$ cat config.mk
export PLATFORM = sky130hd
export DESIGN_NAME = tick_timer_bank
export DESIGN_NICKNAME = d
export VERILOG_FILES = /design/src/rtl/tick_timer_pkg.sv /design/src/rtl/tick_timer_ch.sv /design/src/rtl/tick_timer_bank.sv
export SDC_FILE = /design/constraint.sdc
export NUM_CORES = 1
export LEC_CHECK = 0
export ABC_AREA = 1
export CORE_MARGIN = 2
export CORE_UTILIZATION = 50
export DETAILED_ROUTE_END_ITERATION = 10
export PLACE_DENSITY = 0.69
export SYNTH_ARGS = -nofsm -noshare
export SYNTH_HDL_FRONTEND = slang
export SYNTH_SLANG_ARGS = --single-unit
$ cat constraint.sdc
create_clock -name i_clk -period 3.1 [get_ports i_clk]
set_input_delay 0.31 -clock i_clk [delete_from_list [all_inputs] [get_ports i_clk]]
set_output_delay 0.31 -clock i_clk [all_outputs]
set_load 0.05 [all_outputs]
$ cat src/rtl/tick_timer_pkg.sv
// tick_timer_pkg: mode and channel-state encodings shared by the tick timer bank.
package tick_timer_pkg;
    localparam logic [1:0] MODE_TICK    = 2'd0;
    localparam logic [1:0] MODE_TOGGLE  = 2'd1;
    localparam logic [1:0] MODE_ONESHOT = 2'd2;
    localparam logic [1:0] ST_IDLE = 2'd0;
    localparam logic [1:0] ST_RUN  = 2'd1;
    localparam logic [1:0] ST_DONE = 2'd2;
endpackage

$ cat src/rtl/tick_timer_ch.sv
// tick_timer_ch: one timer channel with its own period/mode registers, counter and output FSM.
module tick_timer_ch #(
    parameter int         CNT_W      = 32,
    parameter logic [CNT_W-1:0] RST_PERIOD = '0,
    parameter logic [1:0] RST_MODE   = 2'd0
) (
    input  logic             clk,
    input  logic             rst_n,
    input  logic             enable,
    input  logic             clr,
    input  logic             we,
    input  logic [1:0]       cfg_mode,
    input  logic [CNT_W-1:0] cfg_period,
    output logic             tick,
    output logic             done,
    output logic [CNT_W-1:0] count
);
    import tick_timer_pkg::*;
    logic [1:0]       st;
    logic [1:0]       mode;
    logic [CNT_W-1:0] period;
    logic             terminal, toggle, oneshot;
    assign terminal = count == period - CNT_W'(1);
    assign toggle   = mode == MODE_TOGGLE;
    assign oneshot  = mode == MODE_ONESHOT;
    // IDLE with count 0 advances exactly like RUN, so the enabling edge is the first counted cycle.
    always_ff @(posedge clk or negedge rst_n) begin
        if (!rst_n) begin
            st     <= ST_IDLE;
            mode   <= RST_MODE;
            period <= RST_PERIOD;
            count  <= '0;
            tick   <= 1'b0;
            done   <= 1'b0;
        end else begin
            if (we) begin
                period <= cfg_period;
                mode   <= cfg_mode;
            end
            if (!enable || we || (clr && st != ST_IDLE)) begin
                count <= '0;
                tick  <= 1'b0;
                done  <= 1'b0;
                st    <= !enable ? ST_IDLE : we ? (cfg_period != '0 ? ST_RUN : ST_IDLE) : ST_RUN;
            end else if (st == ST_DONE || period == '0) begin
                tick <= 1'b0;
            end else if (terminal) begin
                count <= '0;
                tick  <= toggle ? ~tick : 1'b1;
                done  <= oneshot;
                st    <= oneshot ? ST_DONE : ST_RUN;
            end else begin
                count <= count + CNT_W'(1);
                tick  <= toggle & tick;
                st    <= ST_RUN;
            end
        end
    end
endmodule

$ cat src/rtl/tick_timer_bank.sv
// tick_timer_bank: NUM_CH independent programmable tick/toggle/one-shot timers
// sharing one configuration port and a bank-wide phase clear.
module tick_timer_bank #(
    parameter int               NUM_CH     = 4,
    parameter int               CNT_W      = 32,
    parameter logic [CNT_W-1:0] RST_PERIOD = '0,
    parameter logic [1:0]       RST_MODE   = 2'd0,
    localparam int              CH_W       = NUM_CH > 1 ? $clog2(NUM_CH) : 1
) (
    input  logic                    i_clk,
    input  logic                    i_n_reset,
    input  logic [NUM_CH-1:0]       i_enable,
    input  logic                    i_sync_clear,
    input  logic                    i_cfg_we,
    input  logic [CH_W-1:0]         i_cfg_ch,
    input  logic [1:0]              i_cfg_mode,
    input  logic [CNT_W-1:0]        i_cfg_period,
    output logic [NUM_CH-1:0]       o_tick,
    output logic [NUM_CH-1:0]       o_done,
    output logic [NUM_CH*CNT_W-1:0] o_count
);
    import tick_timer_pkg::*;
    // An index beyond NUM_CH-1 matches no channel, so such writes are dropped.
    for (genvar g = 0; g < NUM_CH; g++) begin : g_ch
        tick_timer_ch #(
            .CNT_W      (CNT_W),
            .RST_PERIOD (RST_PERIOD),
            .RST_MODE   (RST_MODE)
        ) u_ch (
            .clk        (i_clk),
            .rst_n      (i_n_reset),
            .enable     (i_enable[g]),
            .clr        (i_sync_clear),
            .we         (i_cfg_we && i_cfg_ch == CH_W'(g)),
            .cfg_mode   (i_cfg_mode),
            .cfg_period (i_cfg_period),
            .tick       (o_tick[g]),
            .done       (o_done[g]),
            .count      (o_count[g*CNT_W +: CNT_W])
        );
    end
endmodule

# [Yosys cells after proc, flatten, opt, wreduce, memory -nomap -nowiden]
# Index checks and enable logic that the tools add are counted.
[word_totals] reg_bits=280 in_bits=44 out_inout_bits=136 wordCells=170
[classes] n_addsub=8 n_eq_ne=23 muxes=65 bitwise_logic=8 reduce_logical=42
[op_table] cell="$mux 32" count=12
[op_table] cell="$add 32x1->32 const B" count=4
[op_table] cell="$eq 32x32->1" count=4
[op_table] cell="$logic_not 32->1" count=4
[op_table] cell="$sub 32x1->32 const B" count=4
[op_table] cell="$mux 2" count=23
[op_table] cell="$reduce_bool 32->1" count=1
[op_table] cell="$mux 1" count=30
[op_table] cell="$eq 2x2->1 const B" count=10
[op_table] cell="$reduce_bool 2->1" count=8
[op_table] cell="$logic_or 1x1->1" count=12
[op_table] cell="$eq 2x1->1 const B" count=5
[op_table] cell="$logic_and 1x1->1" count=8
[op_table] cell="$ne 2x1->1 const B" count=4
[op_table] cell="$reduce_and 2->1" count=4
[op_table] cell="$and 1x1->1" count=4
[op_table] cell="$logic_not 1->1" count=4
[op_table] cell="$not 1->1" count=4
[op_table] cell="$logic_not 2->1" count=1

# [Depth between registers and ports, before layout]
# Gate-level depths: netlist (run 1).
[logic_depth] word_depth=6 mapped_depth=18 ltp_nobuf=17

# [Cells and area by module]
# A second synthesis (run 1) with hierarchy kept.
[hier_totals] hier_cells=2902 hier_area_um2=20589.7
[modules_own_cells] module="tick_timer_ch (g_ch[2].u_ch ...)" instances=2 cells_each=767 area_per_inst_um2=5307.6 seq_area_each_um2=1751.7
[modules_own_cells] module="tick_timer_ch (g_ch[0].u_ch ...)" instances=2 cells_each=680 area_per_inst_um2=4972.3 seq_area_each_um2=1751.7
[modules_own_cells] module="tick_timer_bank" instances=1 cells_each=8 area_per_inst_um2=30.0 seq_area_each_um2=0.0

# [Worst setup path after synthesis (run 1)]
# Ideal clock, no wire load.
[synth_path] kind="register -> register" start="reg g_ch[0].u_ch.period[0]" end="reg g_ch[0].u_ch.count[23]" setup_ns=0.121 arrival_ns=2.079 t_required_ns=2.979 setup_slack_ns=0.900 path_stages_with_launch=17 n_path_buf=1 synth_period_minus_slack_ns=2.200 cell_sequence="dfrtp_1 inv_1 ha_1 nand2_2 nor2_8 nand2_4 nor2_1 nand2_1 nand2_1 inv_1 nor2_1 nand2_1 nor2_2 nand3_2 o21ai_4 buf_6 nor2_2"
[synth_between] elab_chain_len=5 elab_cells_between_ends=8 classes_between="add/sub (1); eq/ne (2); mux (3); reduce/logical (2)"
[synth_rtl] element="start, declared" line="tick_timer_ch.sv:21" rtl="logic [CNT_W-1:0] period;"
[synth_rtl] element="start signal, assigned" line="tick_timer_ch.sv:37" rtl="period <= cfg_period;"
[synth_rtl] element="$sub 32x1->32" line="tick_timer_ch.sv:23" rtl="assign terminal = count == period - CNT_W'(1);"
[synth_rtl] element="$eq 32x32->1" line="tick_timer_ch.sv:23"
[synth_rtl] element="$mux 32" line="tick_timer_ch.sv:47" rtl="end else if (terminal) begin"
[synth_rtl] element="$mux 32" line="tick_timer_ch.sv:45" rtl="end else if (st == ST_DONE || period == '0) begin"
[synth_rtl] element="$mux 32" line="tick_timer_ch.sv:40" rtl="if (!enable || we || (clr && st != ST_IDLE)) begin"
[synth_rtl] element="end signal, assigned" line="tick_timer_ch.sv:53" rtl="count <= count + CNT_W'(1);"
[synth_rtl] element="end, declared" line="tick_timer_ch.sv:16" rtl="output logic [CNT_W-1:0] count"
# Parallel ways exist; a longest one is shown, timed or not. The select of a mux whose other input is x is not followed.
# A chain may end at the register's enable or synchronous reset.

# [Worst setup path in the final report (run 1)]
[layout_path] start="reg g_ch[3].u_ch.period[0]" end="reg g_ch[3].u_ch.count[14]"
[layout_between] elab_chain_len=5 elab_cells_between_ends=8 classes_between="add/sub (1); eq/ne (2); mux (3); reduce/logical (2)"
[layout_rtl] element="start, declared" line="tick_timer_ch.sv:21"
[layout_rtl] element="start signal, assigned" line="tick_timer_ch.sv:37"
[layout_rtl] element="$sub 32x1->32" line="tick_timer_ch.sv:23"
[layout_rtl] element="$eq 32x32->1" line="tick_timer_ch.sv:23"
[layout_rtl] element="$mux 32" line="tick_timer_ch.sv:47"
[layout_rtl] element="$mux 32" line="tick_timer_ch.sv:45"
[layout_rtl] element="$mux 32" line="tick_timer_ch.sv:40"
[layout_rtl] element="end signal, assigned" line="tick_timer_ch.sv:53"
[layout_rtl] element="end, declared" line="tick_timer_ch.sv:16"
# Parallel ways exist; a longest one is shown, timed or not. The select of a mux whose other input is x is not followed.

==> results of run 1 <==
synthesized netlist by cell type (17+ instances only):
cell type	n
nand2_1	864
nor2_1	418
inv_1	320
dfrtp_1	280
xor2_1	162
nand3_1	159
o21ai_0	137
a21oi_1	91
xnor2_1	75
nand4_1	71
nor3_1	42
clkbuf_1	41
nor2_2	32
nand3b_1	20
buf_4	17
cells in the final DEF, fill, tap and decap left out, types with 4 or more instances in the layout:
cell type          n
dfrtp_1          280
o21ai_0          137
nor3_1            41
nand3b_1          20
bufinv_16          4
nand3_1          159
nor2_1           416
a21boi_0           6
xnor2_1           75
or2_2              5
nand2_2           11
inv_2              6
ha_1               8
o21bai_1          13
inv_1            320
buf_12             6
clkinv_2           6
clkbuf_16         31
a21oi_1           91
nor2_2            34
nor2_4             4
xor2_1           162
o21ai_1            6
nand2_1          864
nor4_1            10
buf_4             48
nand4_1           71
nand3_2            4
clkdlybuf4s50_1  178
clkinvlp_4         9
cell families after synthesis:
| group | after synthesis |
|---|---|
| buffers and inverters | 401 |
| AO/OA/AOI/OAI | 261 |
| multiplexers | 1 |
| XOR/XNOR | 239 |
| flip-flops | 280 |
| adder cells (fa/ha/maj) | 8 |
| AND/OR/NAND/NOR | 1652 |
routing by layer:
layer | vias up | global-route usage, % | share of wire, % | routed length [um]
met4 | 0 | 10.1 | 3.0 | 1850
met3 | 106 | 4.42 | 6.4 | 4000
li1 | 9295 | - | - | -
met5 | - | 0 | 0 | 0
met1 | 8932 | 45.1 | 46 | 28500
met2 | 621 | 50.5 | 45 | 28100
registers in the layout, indices dropped and copies added, names as in the netlist:
signal            cells
g_ch.u_ch.tick        4
g_ch.u_ch.mode        8
g_ch.u_ch.period    128
g_ch.u_ch.count     128
g_ch.u_ch.done        4
g_ch.u_ch.st          8
power groups by stage:
| stage | logic, mW | registers, mW | clock network, mW |
|---|---|---|---|
| after floorplan | 1.76 | 4.32 | 0 |
| after global placement | 2.43 | 4.46 | 0 |
| after detailed placement | 2.47 | 4.46 | 0 |
| after CTS | 2.48 | 4.40 | 4.01 |
| after global routing | 2.85 | 4.45 | 4.16 |
| final | 2.50 | 4.42 | 3.97 |
repair_timing:
item	4_1_cts	5_1_grt
gates resized for setup	0	2
endpoints found under the setup margin	0	2
hold buffers	1	0
endpoints found under the hold margin	82	0
worst max-delay path, delay by kind of cell, from the launching register on:
kind | cells | cell delay [ns]
AOI/OAI and AO/OA | 1 | 0.13
DFF | 1 | 0.38
and+or+nand+nor | 10 | 1.36
buffers and inverters | 3 | 0.56
adders and majority gates | 1 | 0.19
final cells by class:
cell class	count	area (um^2)
Clock inverter	24	273
Fill cell	3558	14900
Sequential cell	280	7010
Inverter	327	1230
Multi-Input combinational cell	2161	10600
Tap cell	511	639
Timing Repair Buffer	234	2290
Clock buffer	34	807
path summary, 6_finish.rpt:
kind / cells past startpoint / slack (ns) / end / start
setup / recovery: 15 / 0.33 / g_ch[3].u_ch.count[14]$_DFFE_PN0P_ / g_ch[3].u_ch.period[0]$_DFFE_PN0P_
hold / removal: 2 / 0.34 / g_ch[0].u_ch.count[5]$_DFFE_PN0P_ / i_n_reset
setup reg to reg: 15 / 0.33 / g_ch[3].u_ch.count[14]$_DFFE_PN0P_ / g_ch[3].u_ch.period[0]$_DFFE_PN0P_
hold reg to reg: 2 / 0.49 / g_ch[1].u_ch.done$_DFFE_PN0P_ / g_ch[1].u_ch.done$_DFFE_PN0P_
max in group asynchronous: 3 / 1.95 / g_ch[1].u_ch.period[26]$_DFFE_PN0P_ / i_n_reset
min in group i_clk: 3 / 0.38 / g_ch[0].u_ch.period[2]$_DFFE_PN0P_ / i_cfg_period[2]
through the flow:
| stage | setup slack, ns | power, mW | utilization (%) | area, um^2 |
|---|---|---|---|---|
| 2_1_floorplan | 0.900 | 6.08 | - | 19200 |
| 3_3_place_gp | 0.260 | 6.88 | 57.6 | 21800 |
| 3_5_place_dp | 0.239 | 6.93 | 57.6 | 21800 |
| 4_1_cts | 0.311 | 10.9 | 60.5 | 22900 |
| 5_1_grt | 0.0263 | 11.5 | 60.5 | 22900 |
| 6_report | 0.332 | 10.9 | 60.5 | 22900 |
==> results.ini, run 1 <==
[logic_synthesis]
async_flop_share_pct=100
synth_warnings=0
synth_area_leaders=dfrtp_1 (36%), nand2_1 (17%), nor2_1 (8.2%)
synthFlopType=dfrtp_1
synth_top_area_cell=dfrtp_1
ys_ff_latch=280
synthMuxAreaShare_pct=0.0521
synth_compound_area_share_pct=7.23
synth_edf_count=0
yosys.cell_types.count=46
ys_seq_area_share_pct=36.5
synth_top_area_share_pct=36.5
synth-simple-area-share_pct=36.3
synth_top_family_by_area=simple AND/OR/NAND/NOR gates
syn_area_um2=19200
syn-num-nets=2894
synth_fa_ha_area_share_pct=0.521
syn_inst=2842
synth_xor_area_share_pct=11.0
syn_avg_cell_area_um2=6.76

[setup_path]
max_stage_delay_ns=0.38
worst-endpoint-required_ns=3.58
start_kind=register
cp_max_fo=14
cp.arrival_ns=3.25
worstPathCellList=inv_1, ha_1, nand2_1, nor2_1, buf_4, nand3_1, nand2_1, nand2_1, nor2_1, nand3_1, nor2_2, nand3_2, nand2_2, buf_4, a21boi_0
cp_slowest_cell=dfrtp_1
crit_top_cell=nand2_1
crit_type=reg2reg
endpoint_kind=register

[power_and_ir_drop]
intPower_mw=7.07
switching_share_pct=35.0
power_frac_seq_pct=40.6
p_leak_nw=10.7
powerDensity_nw_per_um2=476
power.share.clock_pct=36.5
comb_power_share_pct=23.0
net-switching-power_mw=3.81
ir_drop_uv=451

[timing]
period_share_pct=89.3
whs_ns=0.341
max_freq_mhz=361
finClkSkew_ns=0.0234
tightest_slew_ns=0.996
rsz0062_at_grt=no
maxSlewHeadroom_pct=33.5
setup_viol=0
setup-tns-final_ns=0
period_needed_ns=2.77
hold_violations=0
slew_viol_final=0

[drt]
ant_nets=0
drt_first_pass_iters=5
vias_per_cell=5.31
routedWlPerCell_um=17.5
remaining_drc_errors=0
wl_mm=62.4
initialDrtViolationCount=1278
via_count=19000

[floorplan]
fp-row-count=71
start_util_pct=50.9
fp.dieW_um=200
io_pins=180
die-area_um2=40000
core_area_um2=37800
die_h_um=200

[placement]
placed_cells=3512
place.gp.congestion=0.955
portBuffers=179
dp_hpwl_mm=48.4

[cells_and_area]
syn_to_final_growth_pct=18.9
diodes=0
drive_above_1_share_pct=6.14
fin_cells=3571
nets=3087

[clock_network]
cts_tree=done
clock_latency_ns=0.62
cts_buffers=31
clock_sinks=280
clockBufferDepth=3
clk_pin_slew_worst_paths_ns=0.07
cts_setup_buffers=0
htree_levels=1
root_buffer=clkbuf_16

[status]
status=finished, final reports clean

[global_routing]
grt_pass1_wl_mm=99.3
grt_pass1_vias=18000
grt_max_degree=88
antenna_found_initial=0
grt.overflow.total=0
grt.total_usage_pct=31.8

[min_path]
hold_path.class=in2async

[flow_run]
max-cap-violations=0

Note: power is estimated with default switching activity, not from simulation.
==> inputs of run 2 (changes only) <==
--- a/config.mk
+++ b/config.mk
@@ -9,6 +9,7 @@
 export CORE_MARGIN = 2
 export CORE_UTILIZATION = 50
 export DETAILED_ROUTE_END_ITERATION = 10
+export GPL_ROUTABILITY_DRIVEN = 0
 export PLACE_DENSITY = 0.69
 export SYNTH_ARGS = -nofsm -noshare
 export SYNTH_HDL_FRONTEND = slang
==> results.ini, run 2 (same netlist as run 1, synthesis figures left out) <==
[status]
status=finished, final reports clean

[global_routing]
grt.overflow.total=0
met1_usage_pct=41.5
grt_pass1_wl_mm=95.1
top_usage_layer=met2
grt.total_usage_pct=30.2
gr-usage-met2_pct=48.0
grt_pass1_vias=18100
grt_max_degree=70
antenna_found_initial=0
use_met3_pct=4.60

[cells_and_area]
layout_commonest_cell=nand2_1
syn_to_final_growth_pct=18.4
stdcell_area_um2=22800
diodes=0
nets=3082
top_regs=g_ch.u_ch.count x128, g_ch.u_ch.period x128
final_core_util_pct=60.3
drive_above_1_share_pct=5.74
final_cell_mix=nand2_1 (864), nor2_1 (415), inv_1 (320)

[floorplan]
io_pins=180
core_area_um2=37800
fp.dieW_um=200
start_util_pct=50.9
fp-row-count=71
die-area_um2=40000
die_h_um=200

[timing]
maxSlewHeadroom_pct=32.7
period_needed_ns=2.80
slew_viol_final=0
rsz0062_at_grt=no
setup_viol=0
setup-tns-final_ns=0
tightest_slew_ns=1.01
finClkSkew_ns=0.0189
max_freq_mhz=357
hold_violations=0
period_share_pct=90.4

[clock_network]
clockBufferDepth=3
cts_setup_buffers=0
htree_levels=1
clk_pin_slew_worst_paths_ns=0.06
clock_latency_ns=0.59
root_buffer=clkbuf_16
clock_sinks=280
cts_buffers=31
cts_tree=done

[setup_path]
cp.arrival_ns=3.25
crit_type=reg2reg
cp_max_fo=27
rrSetupSlack_ns=0.30
timing.rr.start=g_ch[3].u_ch.period[0]$_DFFE_PN0P_
worst-endpoint-required_ns=3.55
critPathLaunch=g_ch[3].u_ch.period[0]$_DFFE_PN0P_
start_kind=register
endpoint_kind=register

[power_and_ir_drop]
p_leak_nw=10.7
net-switching-power_mw=3.56
powerDensity_nw_per_um2=464
comb_power_share_pct=23.3
power_frac_seq_pct=41.8
power.share.clock_pct=34.9
ir_drop_uv=540
switching_share_pct=33.7
intPower_mw=6.99

[drt]
via_count=19100
routedWlPerCell_um=16.7
vias_per_cell=5.36
initialDrtViolationCount=1310
drt_first_pass_iters=6
wl_mm=59.5
ant_nets=0
remaining_drc_errors=0

[placement]
portBuffers=179
dp_hpwl_mm=45.9
placed_cell_area_um2=21700

[flow_run]
max-cap-violations=0

[min_path]
hold_path.class=in2async

run 2: worst max-delay path, cell delays in order, from the launching register on:
cell and delay, ns:
dfrtp_1 0.38, inv_1 0.12, ha_1 0.19, nand2_1 0.12
nor2_1 0.12, buf_4 0.18, nand2_1 0.14, nor2_1 0.13
nand2_1 0.06, nand2_1 0.09, nand2_1 0.07, inv_1 0.05
nand2_1 0.04, nor2_1 0.19, nand3_2 0.17, nand2_2 0.16
buf_4 0.31, a21boi_0 0.14
run 2: per-stage QoR:
stage               setup WS, ns  cells  hold slack (ns)  power, mW
floorplan                  0.900   2842           0.0144       6.08
global placement           0.356   3507            0.316       6.82
detailed placement         0.291   3507            0.317       6.87
CTS                        0.293   3562            0.304       10.6
global route              0.0468   3562            0.341       11.2
finish                     0.297   3562            0.303       10.5
run 2: cell type report:
type / count / area (um^2)
flip-flops and latches: 280 / 7010
clock inverters: 9 / 101
clock buffers: 45 / 908
multi-input cells: 2161 / 10600
well taps: 511 / 639
fillers: 3572 / 15000
repair buffers: 229 / 2250
inverters: 327 / 1230
run 2: final timing paths:
check	endpoint	cells after the start
hold / removal	g_ch[0].u_ch.count[8]$_DFFE_PN0P_	2
min in group i_clk	g_ch[0].u_ch.period[2]$_DFFE_PN0P_	3
setup / recovery	g_ch[3].u_ch.count[2]$_DFFE_PN0P_	17
setup reg to reg	g_ch[3].u_ch.count[2]$_DFFE_PN0P_	17
hold reg to reg	g_ch[2].u_ch.done$_DFFE_PN0P_	2
max in group asynchronous	g_ch[3].u_ch.count[8]$_DFFE_PN0P_	3
run 2: layer usage:
metal / up-vias / part of all wire [%]
met3: 130 / 7.4
li1: 9297 / -
met4: 0 / 3.8
met5: - / 0
met1: 8968 / 44
met2: 694 / 45
run 2: timing repair:
item / in CTS / in global routing
endpoints found under the setup margin: 0 / 27
hold buffers: 1 / 0
endpoints found under the hold margin: 64 / 0
resized for setup: 0 / 3
run 2: power by group through the flow:
stage	Sequential, mW	Combinational [mW]	Clock [mW]
2_1_floorplan	4.32	1.76	0
3_3_place_gp	4.45	2.36	0
3_5_place_dp	4.46	2.42	0
4_1_cts	4.40	2.43	3.75
5_1_grt	4.45	2.80	3.90
6_report	4.41	2.45	3.68
==> inputs of run 3 (changes only) <==
--- a/config.mk
+++ b/config.mk
@@ -6,11 +6,12 @@
 export NUM_CORES = 1
 export LEC_CHECK = 0
 export ABC_AREA = 1
-export CORE_MARGIN = 2
+export CORE_MARGIN = 3
 export CORE_UTILIZATION = 50
 export DETAILED_ROUTE_END_ITERATION = 10
 export GPL_ROUTABILITY_DRIVEN = 0
-export PLACE_DENSITY = 0.69
+export PLACE_DENSITY_LB_ADDON = 0.3
+export REMOVE_ABC_BUFFERS = 1
 export SYNTH_ARGS = -nofsm -noshare
 export SYNTH_HDL_FRONTEND = slang
 export SYNTH_SLANG_ARGS = --single-unit
==> results.ini, run 3 (same netlist as run 1, synthesis figures left out) <==
[placement]
portBuffers=179
placed_cell_area_um2=21600
dp_hpwl_mm=45.3

[timing]
maxSlewHeadroom_pct=34.1
tightest_slew_ns=0.987
period_share_pct=90.5
max_freq_mhz=356
slew_viol_final=0
hold_violations=0
setup_viol=0
rsz0062_at_grt=no
period_needed_ns=2.81
finClkSkew_ns=0.0115

[floorplan]
fp.dieW_um=202
core_area_um2=37800
io_pins=180
start_util_pct=50.9
die-area_um2=40800
die_h_um=202
fp-row-count=71

[clock_network]
root_buffer=clkbuf_16
cts_tree=done
clock_sinks=280
cts_buffers=30
clock_latency_ns=0.58
clockBufferDepth=3
htree_levels=1
cts_resized=0
clk_pin_slew_worst_paths_ns=0.06

[power_and_ir_drop]
p_leak_nw=10.6
powerDensity_nw_per_um2=458
ir_drop_uv=444
power_mw=10.3

[drt]
initialDrtViolationCount=1821
remaining_drc_errors=0
vias_per_cell=5.46
wl_mm=59.2
ant_nets=0
drt_first_pass_iters=6
routedWlPerCell_um=16.7
via_count=19400

[global_routing]
grt.total_usage_pct=28.5
grt_pass1_wl_mm=94.9
grt_pass1_vias=18100
grt_max_degree=95
antenna_found_initial=1
grt.overflow.total=0

[setup_path]
cp.arrival_ns=3.27
worst-endpoint-required_ns=3.56
cp_max_fo=32
crit_type=reg2reg
endpoint_kind=register
start_kind=register
timing.rr.start=g_ch[2].u_ch.period[3]$_DFFE_PN0P_
critPathLaunch=g_ch[2].u_ch.period[3]$_DFFE_PN0P_

[cells_and_area]
nets=3071
syn_to_final_growth_pct=17.6
drive_above_1_share_pct=5.20
final_cell_mix=nand2_1 (864), nor2_1 (418), inv_1 (320)
nFillCells=3424
layout_commonest_cell=nand2_1
stdcell_area_um2=22600
top_regs=g_ch.u_ch.count x128, g_ch.u_ch.period x128
diodes=0

[status]
status=finished, final reports clean

[min_path]
hold_path.class=in2async

[flow_run]
max-cap-violations=0

## run 3: changes by cell type in the layout (fill, tap and decap cells not counted), moves of 2 or more
cell and delta:
clkbuf_1 +2, nor2_2 -3, buf_4 -10, inv_6 +2, nor2_1 +3, clkbuf_8 -5
## run 3: final timing paths
path	depth (start not counted)	slack [ns]	end
max	15	0.29	g_ch[2].u_ch.done$_DFFE_PN0P_
min	2	0.30	g_ch[1].u_ch.count[24]$_DFFE_PN0P_
max reg2reg	15	0.29	g_ch[2].u_ch.done$_DFFE_PN0P_
min reg2reg	2	0.48	g_ch[1].u_ch.done$_DFFE_PN0P_
max in group asynchronous	3	1.82	g_ch[3].u_ch.count[11]$_DFFE_PN0P_
min in group i_clk	5	0.42	g_ch[2].u_ch.st[0]$_DFFE_PN0P_
## run 3: metrics by stage
stage                     setup slack [ns]  setup TNS [ns]  std cells  hold slack (ns)  utilization (%)
after floorplan                      -1.27          -58.42       2768           0.0144                -
after global placement               0.333               0       3497            0.318             57.3
after detailed placement             0.329               0       3497            0.322             57.3
after CTS                            0.361               0       3550            0.316             59.8
after global routing                0.0697               0       3550            0.349             59.8
final                                0.295               0       3550            0.295             59.8
## run 3: layout make-up
cell class | count | area (um^2) | share of cell area (%)
timing repair buffer | 219 | 2170 | 9.62
multi-input combinational | 2161 | 10600 | 47.0
inverter | 327 | 1230 | 5.43
clock buffer | 42 | 847 | 3.75
clock inverter | 10 | 87.6 | 0.388
sequential | 280 | 7010 | 31.0
tap | 511 | 639 | 2.83
## run 3: where the power goes
group          switching (mW)  internal, mW  total (mW)
Combinational            1.62         0.856        2.47
Sequential              0.429          3.96        4.39
Clock                    1.51          1.98        3.49
## run 3: worst max-delay path: stages, from the launching register on
cell	delay, ns
dfrtp_1	0.43
nor2_1	0.20
nand2_1	0.10
nor2_2	0.30
nand2_1	0.18
o21ai_0	0.21
nand2_1	0.07
nor2_1	0.14
nand2_1	0.09
nor2_1	0.21
nand3_2	0.17
nand2_2	0.09
buf_4	0.31
nand2_1	0.09
nand2_1	0.07
nand2_1	0.04
## run 3: repair_timing
action                                 in CTS  in global routing
endpoints found under the hold margin      75                  0
hold buffers                                1                  0
setup buffers                               0                  0
## run 3: metal layers
metal	up-vias	wire (um)	track usage (%)
met5	-	11	0
met4	2	2150	9.57
met3	147	5020	4.53
met2	863	26700	45.7
met1	9069	25300	39.5
li1	9304	-	-
